## src/rtl/sbentsrc_ht_if.sv

```systemverilog
// Handshake and control bundle for the S-box entropy source.
// master: the entropy source itself (drives the conditioned word and status).
// slave:  the consumer / controller side (drives enable, test injection, ready).
interface sbentsrc_ht_if #(
   parameter int NCH       = 4,
   parameter int OUT_WIDTH = 32
);
   logic                 i_en;
   logic                 i_test_mode;
   logic [4*NCH-1:0]     i_test_raw;
   logic [OUT_WIDTH-1:0] o_rnd;
   logic                 o_valid;
   logic                 i_ready;
   logic                 o_drop;
   logic                 o_alarm;
   logic [NCH-1:0]       o_alarm_ch;
   logic [1:0]           o_state;

   modport master (
      input  i_en, i_test_mode, i_test_raw, i_ready,
      output o_rnd, o_valid, o_drop, o_alarm, o_alarm_ch, o_state
   );

   modport slave (
      output i_en, i_test_mode, i_test_raw, i_ready,
      input  o_rnd, o_valid, o_drop, o_alarm, o_alarm_ch, o_state
   );
endinterface

```

## src/rtl/sbentsrc_ht.sv

```systemverilog
// Multi-channel S-box entropy source with repetition-count health test,
// XOR decimation, word packing and a valid/ready output that never stalls
// the sampling path (words that cannot be delivered are dropped and flagged).
module sbentsrc_ht #(
   parameter int NCH         = 4,
   parameter int OUT_WIDTH   = 32,
   parameter int DECIM       = 8,
   parameter int WARMUP      = 64,
   parameter int STUCK_LIMIT = 16
) (
   input  logic          i_clk,
   input  logic          i_reset,
   sbentsrc_ht_if.master bus
);
   localparam int SW     = 4 * NCH;
   localparam int NCHUNK = OUT_WIDTH / SW;
   localparam int DW     = (DECIM > 1)  ? $clog2(DECIM)  : 1;
   localparam int CW     = (NCHUNK > 1) ? $clog2(NCHUNK) : 1;
   localparam int WW     = (WARMUP > 1) ? $clog2(WARMUP) : 1;
   localparam int RW     = $clog2(STUCK_LIMIT);

   typedef enum logic [1:0] {
      ST_IDLE   = 2'd0,
      ST_WARMUP = 2'd1,
      ST_RUN    = 2'd2,
      ST_ALARM  = 2'd3
   } state_t;

   state_t                  state_q, state_n;
   logic                    active, run;

   logic [SW-1:0]           ring_q, ring_n, ring_smp;
   logic [SW-1:0]           s_q, prev_q;

   logic [WW-1:0]           warm_q;
   logic [NCH-1:0][RW-1:0]  rep_q;
   logic [NCH-1:0]          eq, fail;

   logic [SW-1:0]           acc_q;
   logic [DW-1:0]           dec_q;
   logic [CW-1:0]           chunk_q;
   logic [OUT_WIDTH-1:0]    word_q, word_next;
   logic                    dec_last, chunk_last, word_done;

   logic [OUT_WIDTH-1:0]    rnd_q;
   logic                    valid_q, drop_q, alarm_q;
   logic [NCH-1:0]          alarm_ch_q;

   // PRESENT 4-bit S-box: the substitution each ring stage implements.
   function automatic logic [3:0] sbox(input logic [3:0] x);
      logic [3:0] y;
      case (x)
         4'h0: y = 4'hC;  4'h1: y = 4'h5;  4'h2: y = 4'h6;  4'h3: y = 4'hB;
         4'h4: y = 4'h9;  4'h5: y = 4'h0;  4'h6: y = 4'hA;  4'h7: y = 4'hD;
         4'h8: y = 4'h3;  4'h9: y = 4'hE;  4'hA: y = 4'hF;  4'hB: y = 4'h8;
         4'hC: y = 4'h4;  4'hD: y = 4'h7;  4'hE: y = 4'h1;  default: y = 4'h2;
      endcase
      return y;
   endfunction

   // Ring next value and out^check sample per channel (clocked stand-in for the self-timed core).
   always_comb begin
      // NOTE: every combinational output gets a default first so no latch is inferred.
      ring_n   = '0;
      ring_smp = '0;
      for (int c = 0; c < NCH; c++) begin
         ring_n[4*c +: 4]   = sbox(ring_q[4*c +: 4] ^ 4'(c));
         ring_smp[4*c +: 4] = ring_q[4*c +: 4] ^ ring_n[4*c +: 4];
      end
   end

   // Ring loop runs only while enabled; disabled or in reset it is forced to zero.
   always_ff @(posedge i_clk or posedge i_reset) begin
      // NOTE: sequential state uses non-blocking assignments so all registers update together.
      if (i_reset)        ring_q <= '0;
      else if (!bus.i_en) ring_q <= '0;
      else                ring_q <= ring_n;
   end

   // Sample register and its one-cycle history for the repetition test.
   always_ff @(posedge i_clk or posedge i_reset) begin
      if (i_reset) begin
         s_q    <= '0;
         prev_q <= '0;
      end else begin
         s_q    <= bus.i_test_mode ? bus.i_test_raw : ring_smp;
         prev_q <= s_q;
      end
   end

   // FSM state register.
   always_ff @(posedge i_clk or posedge i_reset) begin
      if (i_reset) state_q <= ST_IDLE;
      else         state_q <= state_n;
   end

   // FSM next-state: disable wins, then health failure, then warm-up expiry.
   always_comb begin
      state_n = state_q;
      if (!bus.i_en) begin
         state_n = ST_IDLE;
      end else begin
         case (state_q)
            ST_IDLE:   state_n = ST_WARMUP;
            ST_WARMUP: begin
               if (|fail)                            state_n = ST_ALARM;
               else if (warm_q == WW'(WARMUP - 1))   state_n = ST_RUN;
            end
            ST_RUN:    if (|fail) state_n = ST_ALARM;
            default:   state_n = ST_ALARM;
         endcase
      end
   end

   // FSM outputs: phase qualifiers for the datapath and the visible state code.
   always_comb begin
      active      = (state_q == ST_WARMUP) || (state_q == ST_RUN);
      run         = (state_q == ST_RUN);
      bus.o_state = state_q;
   end

   // Repetition detection and packing arithmetic for the current sample.
   always_comb begin
      eq   = '0;
      fail = '0;
      for (int c = 0; c < NCH; c++) begin
         eq[c]   = (s_q[4*c +: 4] == prev_q[4*c +: 4]);
         // rep_q counts equal pairs, so STUCK_LIMIT identical nibbles means STUCK_LIMIT-1 pairs.
         fail[c] = active && eq[c] && (rep_q[c] == RW'(STUCK_LIMIT - 2));
      end
      dec_last   = (dec_q == DW'(DECIM - 1));
      chunk_last = (chunk_q == CW'(NCHUNK - 1));
      word_done  = dec_last && chunk_last;
      word_next  = (word_q << SW) | OUT_WIDTH'(acc_q ^ s_q);
   end

   // Health counters, conditioning pipeline and output handshake.
   always_ff @(posedge i_clk or posedge i_reset) begin
      if (i_reset) begin
         warm_q     <= '0;
         rep_q      <= '0;
         acc_q      <= '0;
         dec_q      <= '0;
         chunk_q    <= '0;
         word_q     <= '0;
         rnd_q      <= '0;
         valid_q    <= 1'b0;
         drop_q     <= 1'b0;
         alarm_q    <= 1'b0;
         alarm_ch_q <= '0;
      end else begin
         drop_q <= 1'b0;
         if (state_n == ST_IDLE) begin
            // Entering or staying in IDLE wipes everything except the last delivered word.
            warm_q     <= '0;
            rep_q      <= '0;
            acc_q      <= '0;
            dec_q      <= '0;
            chunk_q    <= '0;
            word_q     <= '0;
            valid_q    <= 1'b0;
            alarm_q    <= 1'b0;
            alarm_ch_q <= '0;
         end else begin
            if (state_q == ST_WARMUP) warm_q <= warm_q + WW'(1);

            for (int c = 0; c < NCH; c++) begin
               rep_q[c] <= (active && eq[c]) ? rep_q[c] + RW'(1) : '0;
            end

            if (|fail) begin
               alarm_q    <= 1'b1;
               alarm_ch_q <= alarm_ch_q | fail;
            end

            if (state_n == ST_ALARM) begin
               // Alarm discards the in-flight word and withdraws any pending one.
               valid_q <= 1'b0;
               acc_q   <= '0;
               dec_q   <= '0;
               chunk_q <= '0;
               word_q  <= '0;
            end else if (run) begin
               if (dec_last) begin
                  acc_q   <= '0;
                  dec_q   <= '0;
                  word_q  <= word_next;
                  chunk_q <= chunk_last ? '0 : chunk_q + CW'(1);
               end else begin
                  acc_q <= acc_q ^ s_q;
                  dec_q <= dec_q + DW'(1);
               end

               if (word_done) begin
                  // A new word may replace one that is being transferred this cycle.
                  if (!valid_q || bus.i_ready) begin
                     rnd_q   <= word_next;
                     valid_q <= 1'b1;
                  end else begin
                     drop_q <= 1'b1;
                  end
               end else if (valid_q && bus.i_ready) begin
                  valid_q <= 1'b0;
               end
            end
         end
      end
   end

   assign bus.o_rnd      = rnd_q;
   assign bus.o_valid    = valid_q;
   assign bus.o_drop     = drop_q;
   assign bus.o_alarm    = alarm_q;
   assign bus.o_alarm_ch = alarm_ch_q;
endmodule

```

## src/flat_wrapper.sv

```systemverilog
// flat-port wrapper written by rule: the top's interface ports become plain ports
module sbentsrc_ht_flat 
#(
   parameter int NCH         = 4,
   parameter int OUT_WIDTH   = 32,
   parameter int DECIM       = 8,
   parameter int WARMUP      = 64,
   parameter int STUCK_LIMIT = 16
)
  (i_clk, i_reset, bus_i_en, bus_i_test_mode, bus_i_test_raw, bus_i_ready, bus_o_rnd, bus_o_valid, bus_o_drop, bus_o_alarm, bus_o_alarm_ch, bus_o_state);
  sbentsrc_ht_if #(.NCH(NCH), .OUT_WIDTH(OUT_WIDTH)) bus_i ();
  input  logic i_clk;
  input  logic i_reset;
  input wire logic [$bits(bus_i.i_en)-1:0] bus_i_en;
  input wire logic [$bits(bus_i.i_test_mode)-1:0] bus_i_test_mode;
  input wire logic [$bits(bus_i.i_test_raw)-1:0] bus_i_test_raw;
  input wire logic [$bits(bus_i.i_ready)-1:0] bus_i_ready;
  output wire logic [$bits(bus_i.o_rnd)-1:0] bus_o_rnd;
  output wire logic [$bits(bus_i.o_valid)-1:0] bus_o_valid;
  output wire logic [$bits(bus_i.o_drop)-1:0] bus_o_drop;
  output wire logic [$bits(bus_i.o_alarm)-1:0] bus_o_alarm;
  output wire logic [$bits(bus_i.o_alarm_ch)-1:0] bus_o_alarm_ch;
  output wire logic [$bits(bus_i.o_state)-1:0] bus_o_state;
  assign bus_i.i_en = bus_i_en;
  assign bus_i.i_test_mode = bus_i_test_mode;
  assign bus_i.i_test_raw = bus_i_test_raw;
  assign bus_i.i_ready = bus_i_ready;
  assign bus_o_rnd = bus_i.o_rnd;
  assign bus_o_valid = bus_i.o_valid;
  assign bus_o_drop = bus_i.o_drop;
  assign bus_o_alarm = bus_i.o_alarm;
  assign bus_o_alarm_ch = bus_i.o_alarm_ch;
  assign bus_o_state = bus_i.o_state;
  sbentsrc_ht #(.NCH(NCH), .OUT_WIDTH(OUT_WIDTH), .DECIM(DECIM), .WARMUP(WARMUP), .STUCK_LIMIT(STUCK_LIMIT)) u_core (.i_clk(i_clk), .i_reset(i_reset), .bus(bus_i));
endmodule
```

## config.mk

```make
export PLATFORM = sky130hd
export DESIGN_NAME = sbentsrc_ht_flat
export DESIGN_NICKNAME = d
export VERILOG_FILES = /design/src/rtl/sbentsrc_ht_if.sv /design/src/rtl/sbentsrc_ht.sv /design/src/flat_wrapper.sv
export SDC_FILE = /design/constraint.sdc
export NUM_CORES = 1
export LEC_CHECK = 0
export ABC_AREA = 1
export CAP_MARGIN = 5
export CELL_PAD_IN_SITES_DETAIL_PLACEMENT = 1
export CELL_PAD_IN_SITES_GLOBAL_PLACEMENT = 1
export CORE_MARGIN = 10
export CORE_UTILIZATION = 30
export DETAILED_ROUTE_END_ITERATION = 7
export PLACE_DENSITY_LB_ADDON = 0.1
export SYNTH_ARGS = -nofsm -noshare
export SYNTH_HDL_FRONTEND = slang
export SYNTH_SLANG_ARGS = --single-unit
```

## constraint.sdc

```tcl
create_clock -name i_clk -period 11.3 [get_ports i_clk]
set_input_delay 2.26 -clock i_clk [delete_from_list [all_inputs] [get_ports i_clk]]
set_output_delay 2.26 -clock i_clk [all_outputs]
set_load 0.02 [all_outputs]
```

* After elaboration in Yosys (flattened, before gate mapping)
Memory sizes are Yosys's and may differ from the RTL's.
Index checks and enable logic that the tools add are counted.
** Cells by class
- Add/sub/neg operators :: 7
- Equality and inequality tests :: 14
- Mux-type cells :: 46
- Bitwise logic cells :: 13
- Reductions and logical operators :: 24
** Operators with widths (number)
- $mux W16 :: 11
- $or A32 B16 Y32 :: 1
- $xor A16 B16 Y16 :: 2
- $mux W4 :: 6
- $mux W1 :: 18
- $add A4 B1 Y4 const B :: 4
- $eq A4 B4 Y1 :: 4
- $eq A4 B4 Y1 const B :: 4
- $xor A4 B4 Y4 :: 4
- $mux W3 :: 4
- $mux W6 :: 2
- $logic_and A1 B1 Y1 :: 10
- $mux W2 :: 4
- $add A6 B1 Y6 const B :: 1
- $eq A6 B6 Y1 const B :: 1
- $pmux W2 S3 :: 1
- $reduce_bool A3 Y1 :: 2
- $reduce_and A5 Y1 :: 1
- $eq A2 B2 Y1 const B :: 2
- $logic_not A2 Y1 :: 2
- $ne A4 B4 Y1 const B :: 1
- $not A1 Y1 :: 4
- $or A4 B4 Y4 :: 1
- $reduce_bool A2 Y1 :: 2
- 11 further kinds :: 12
** Word-level totals
- Register bits :: 147
- ROM bits :: 256
- Input bits :: 21
- Logic and storage cells :: 126
- Memories kept :: 4
** Memory list
- (no name shown) :: depth 16, width 4, read ports 1, clocked after memory_dff 0, write ports 0, RTL line sbentsrc_ht.sv:52 : case (x)
- (no name shown) :: depth 16, width 4, read ports 1, clocked after memory_dff 0, write ports 0, RTL line sbentsrc_ht.sv:52
- (no name shown) :: depth 16, width 4, read ports 1, clocked after memory_dff 0, write ports 0, RTL line sbentsrc_ht.sv:52
- (no name shown) :: depth 16, width 4, read ports 1, clocked after memory_dff 0, write ports 0, RTL line sbentsrc_ht.sv:52

* Depth between registers and ports, before layout
- Depth after elaboration :: 11
- Mapped depth :: 18

* Worst setup path before layout
Ideal clock, no wire load.
- Kind :: in2reg
- From :: input port bus_i_en
- To :: register u_core.rnd_q[10], in the netlist u_core.bus.o_rnd[10]
- Setup time :: 0.117 ns
- Arrival time :: 3.225 ns
- Path slack :: 7.958 ns
- Cell stages on the path :: 8
- Path through :: nand2_1 ha_1 nand2_1 nor3_2 inv_2 clkbuf_1 nand2_1 nand2_1
** On the way
- Longest elaborated chain between the ends :: 4
** RTL lines
- start, declared :: RTL line flat_wrapper.sv:14 : input wire logic [$bits(bus_i.i_en)-1:0] bus_i_en;
- $mux W2 (*) :: RTL line sbentsrc_ht.sv:100 : if (!bus.i_en) begin
- $eq A2 B2 Y1 or $logic_not A2 Y1 (tied branches) :: RTL line sbentsrc_ht.sv:176, sbentsrc_ht.sv:153
- $not A1 Y1 (no line)
- $reduce_and A5 Y1 (no line) (*)
- end signal, assigned :: RTL line sbentsrc_ht.sv:197 : rnd_q <= word_next;
- end, declared :: RTL line sbentsrc_ht.sv:45 : logic [OUT_WIDTH-1:0] rnd_q;
Every way passes the cells marked *; elsewhere a longest branch is shown, timed or not.
A chain may end at the register's enable or synchronous reset.

* Worst setup path after layout
- From :: input port bus_i_en
- To :: register u_core.word_q[10]
** On the way
- Longest elaborated chain between the ends :: 4
** RTL lines
- $mux W2 (*) :: RTL line sbentsrc_ht.sv:100
- net u_core.state_n[0] :: RTL line sbentsrc_ht.sv:29 : state_t state_q, state_n;
- $eq A2 B2 Y1 or $logic_not A2 Y1 (tied branches) :: RTL line sbentsrc_ht.sv:176, sbentsrc_ht.sv:153
- $reduce_bool A3 Y1 (no line) or $mux W16 (tied branches)
- $reduce_and A2 Y1 (no line) or $mux W16 (tied branches)
- end signal, assigned :: RTL line sbentsrc_ht.sv:187 : word_q <= word_next;
- end, declared :: RTL line sbentsrc_ht.sv:42 : logic [OUT_WIDTH-1:0] word_q, word_next;
The timed path passes the listed nets; every way through them passes the cells marked *.

==> impl_metrics.toml <==
[global_routing]
first_global_vias = 5847
grt_pass1_wl_um = 30800
grt_usage_pct = 13.3
grt.overflow.total = 0
antenna_found_initial = 0
grt_max_degree = 76

[timing]
slew_headroom_pct = 34.2
rsz0062_at_grt = "false"
fin_worst_skew_ps = 8.18
drv_slew = 0
setup_viol_count_final = 0
hold_viol_final = 0
finalCriticalPeriod_ps = 4270
tightest_slew_ps = 986
fin_crit_sh_pct = 37.8
finalSetupTns_ps = 0
max_freq_ghz = 0.234

[cts]
post_cts_buffers = 0
cts_buffer_depth = 2
post_cts_resized = 0
cts_tree = "built"
cts.sinks = 147
clk_pin_slew_worst_paths_ps = 60
insertion_delay_ps = 420
h-tree-depth = 4
numCtsBuffers = 17
root_buffer = "clkbuf_16"
cts_hold_buf = 0

[worst_setup_path]
crit_buf_inv = 2
required_ps = 11630
path_cells = "clkdlybuf4s50_1, clkinv_1, a21oi_1, ha_1, nor2_2, nand2_1, o21ai_0"
critical_path_class = "in2reg"
cp_top_family = "simple AND/OR/NAND/NOR gates"
cpMaxStageDelayCell = "nor2_2"
start_kind = "primary input"
arrival_ps = 4600
cp-end-kind = "flip-flop"
worstPathMaxFanout = 22
slowest_delay_ps = 760

[synth]
synthSimpleGateAreaFrac_pct = 19.1
synth_area_um2 = 6800
synth_xor_area_share_pct = 4.25
syn_avg_cell_area_um2 = 8.88
synth_cell_types = 33
syn-num-nets = 826
ys_ff_latch = 147
syn_inst = 766
muxShareOfSynthArea_pct = 0
seq_area_frac_synth_pct = 54.1
synthAdderAreaFrac_pct = 7.17
synthFlopType = "dfrtp_1"
synth_edf_count = 0
synth-compound-area-share_pct = 9.75
synth_top_family_by_area = "simple AND/OR/NAND/NOR gates"
async_flop_share_pct = 100
yosysWarnings = 0

[detailed_routing]
avgRoutedWirePerCell_um = 16.1
first_pass_iters = 4
highest_layer = "met4"
wl_met1_um = 8280
ant_nets = 0
drcViolationCount = 0
drt_first_iter_violations = 286
vias_per_cell = 4.62
vias = 5203
wl_met3_um = 639
totalWireLength_um = 18100
met2WireLength_um = 9000

[pwr]
vdd_drop_max_mv = 0.0909
p_leak_nw = 4.05
p_per_area_nw_per_um2 = 223
report.power.total_mw = 1.85

[floorplan]
core_region_area_um2 = 22500
die_y_um = 171
die_x_um = 171
fp-row-count = 55
die_area_um2 = 29100
start_util_pct = 30.2
boundaryPins = 62

[layout]
area_growth_pct = 21.9
drive_above_1_share_pct = 5.23
nets = 888
fin_util_pct = 36.9
diodes = 0

[placement]
dp_hpwl_um = 13000
port_buffers = 61
gp_congestion = 0.794

[job]
cap_viol_max_count = 0

[status]
status = "finished, final reports clean"

[worst_hold_path]
min_path_type = "reg2reg"
cell usage in the layout, fill, tap and decap left out, types with 3 or more instances in the layout:
cell type	instances
clkinvlp_4	4
dfrtp_1	147
clkdlybuf4s50_1	61
clkinv_4	3
nor2_1	78
inv_2	3
xor2_1	26
and3_1	5
a21oi_1	18
nand3_1	10
inv_6	5
inv_1	68
o21ai_0	74
ha_1	39
o21ai_1	5
o211ai_1	7
nand4_1	8
xnor2_1	7
buf_4	4
clkbuf_16	17
nand2_1	225
a31oi_1	6
path summary, 6_finish.rpt:
path | from | depth (start not counted) | to | slack [ps]
worst min-delay path | u_core.bus.o_rnd[11]$_DFFE_PP0P_ | 2 | u_core.bus.o_rnd[11]$_DFFE_PP0P_ | 470
worst min register to register | u_core.bus.o_rnd[11]$_DFFE_PP0P_ | 2 | u_core.bus.o_rnd[11]$_DFFE_PP0P_ | 470
worst max-delay path | bus_i_en | 7 | u_core.word_q[10]$_DFFE_PP0P_ | 7030
min in group asynchronous | i_reset | 2 | u_core.bus.o_rnd[15]$_DFFE_PP0P_ | 2340
max in group asynchronous | i_reset | 3 | u_core.dec_q[2]$_DFFE_PP0P_ | 7530
worst max register to register | u_core.bus.o_state[0]$_DFF_PP0_ | 15 | u_core.word_q[10]$_DFFE_PP0P_ | 7800
synth_stat cells, types with 3 or more instances:
library cell    n  area share [%]
a21oi_1        19             1.4
a31oi_1         6            0.55
and3_1          5            0.46
buf_2           6            0.44
clkbuf_1       11            0.61
dfrtp_1       147              54
ha_1           39             7.2
inv_1          69             3.8
inv_2           3            0.17
nand2_1       225              12
nand3_1        10            0.74
nand4_1         8            0.74
nor2_1         79             4.4
o211ai_1        7            0.77
o21ai_0        74             5.4
o21ai_1         5            0.37
xnor2_1         7            0.90
xor2_1         26             3.3
flip-flops by register name, indices dropped and copies added (netlist names):
register,flops
u_core.bus.o_alarm_ch,4
u_core.bus.o_rnd,32
u_core.chunk_last,1
u_core.bus.o_drop,1
u_core.rep_q,16
u_core.ring_q,16
u_core.warm_q,6
u_core.prev_q,16
u_core.acc_q,16
u_core.s_q,16
u_core.bus.o_state,2
u_core.word_q,16
u_core.bus.o_alarm,1
u_core.bus.o_valid,1
u_core.dec_q,3
routing by layer:
metal	vias up	track usage (%)
met5	-	0
met2	67	22.5
li1	2550	-
met4	0	3.89
met1	2570	16.5
met3	16	3.18
cell type report:
type,instances,area (µm²)
clock buffers,19,443
multi-input cells,524,2750
flip-flops and latches,147,3680
well taps,285,357
fillers,2610,14200
clock inverters,13,151
repair buffers,65,641
inverters,73,279
power by group:
part	leakage [nW]	internal [mW]	total, mW	switching (mW)
sequential	1.94	0.648	0.786	0.138
combinational	1.83	0.176	0.490	0.314
clock	0.277	0.335	0.573	0.238
total	4.05	1.16	1.85	0.690
worst register-to-register path: cells and delay by family (launching register included):
kind                     cells  cell delay [ps]
flip-flops                   1              450
AND/OR/NAND/NOR             10             1820
AO/OA/AOI/OAI                2              330
adder cells (fa/ha/maj)      2              710
buffers and inverters        1               90
stage by stage:
step	instance area [µm²]	instances	hold WS [ps]	worst slack, ps
floorplan	6800	766	406	5090
global placement	7700	1094	454	6580
detailed placement	7700	1094	465	6530
CTS	8290	1126	480	6960
global route	8290	1126	499	6760
finish	8290	1126	474	7030
kinds of logic after synthesis:
family                   count (synthesis)
buffers and inverters                   95
AND/OR/NAND/NOR                        331
flip-flops                             147
XOR/XNOR                                33
AO/OA/AOI/OAI                          121
adder cells (fa/ha/maj)                 39
Note: power is estimated with default switching activity, not from simulation.
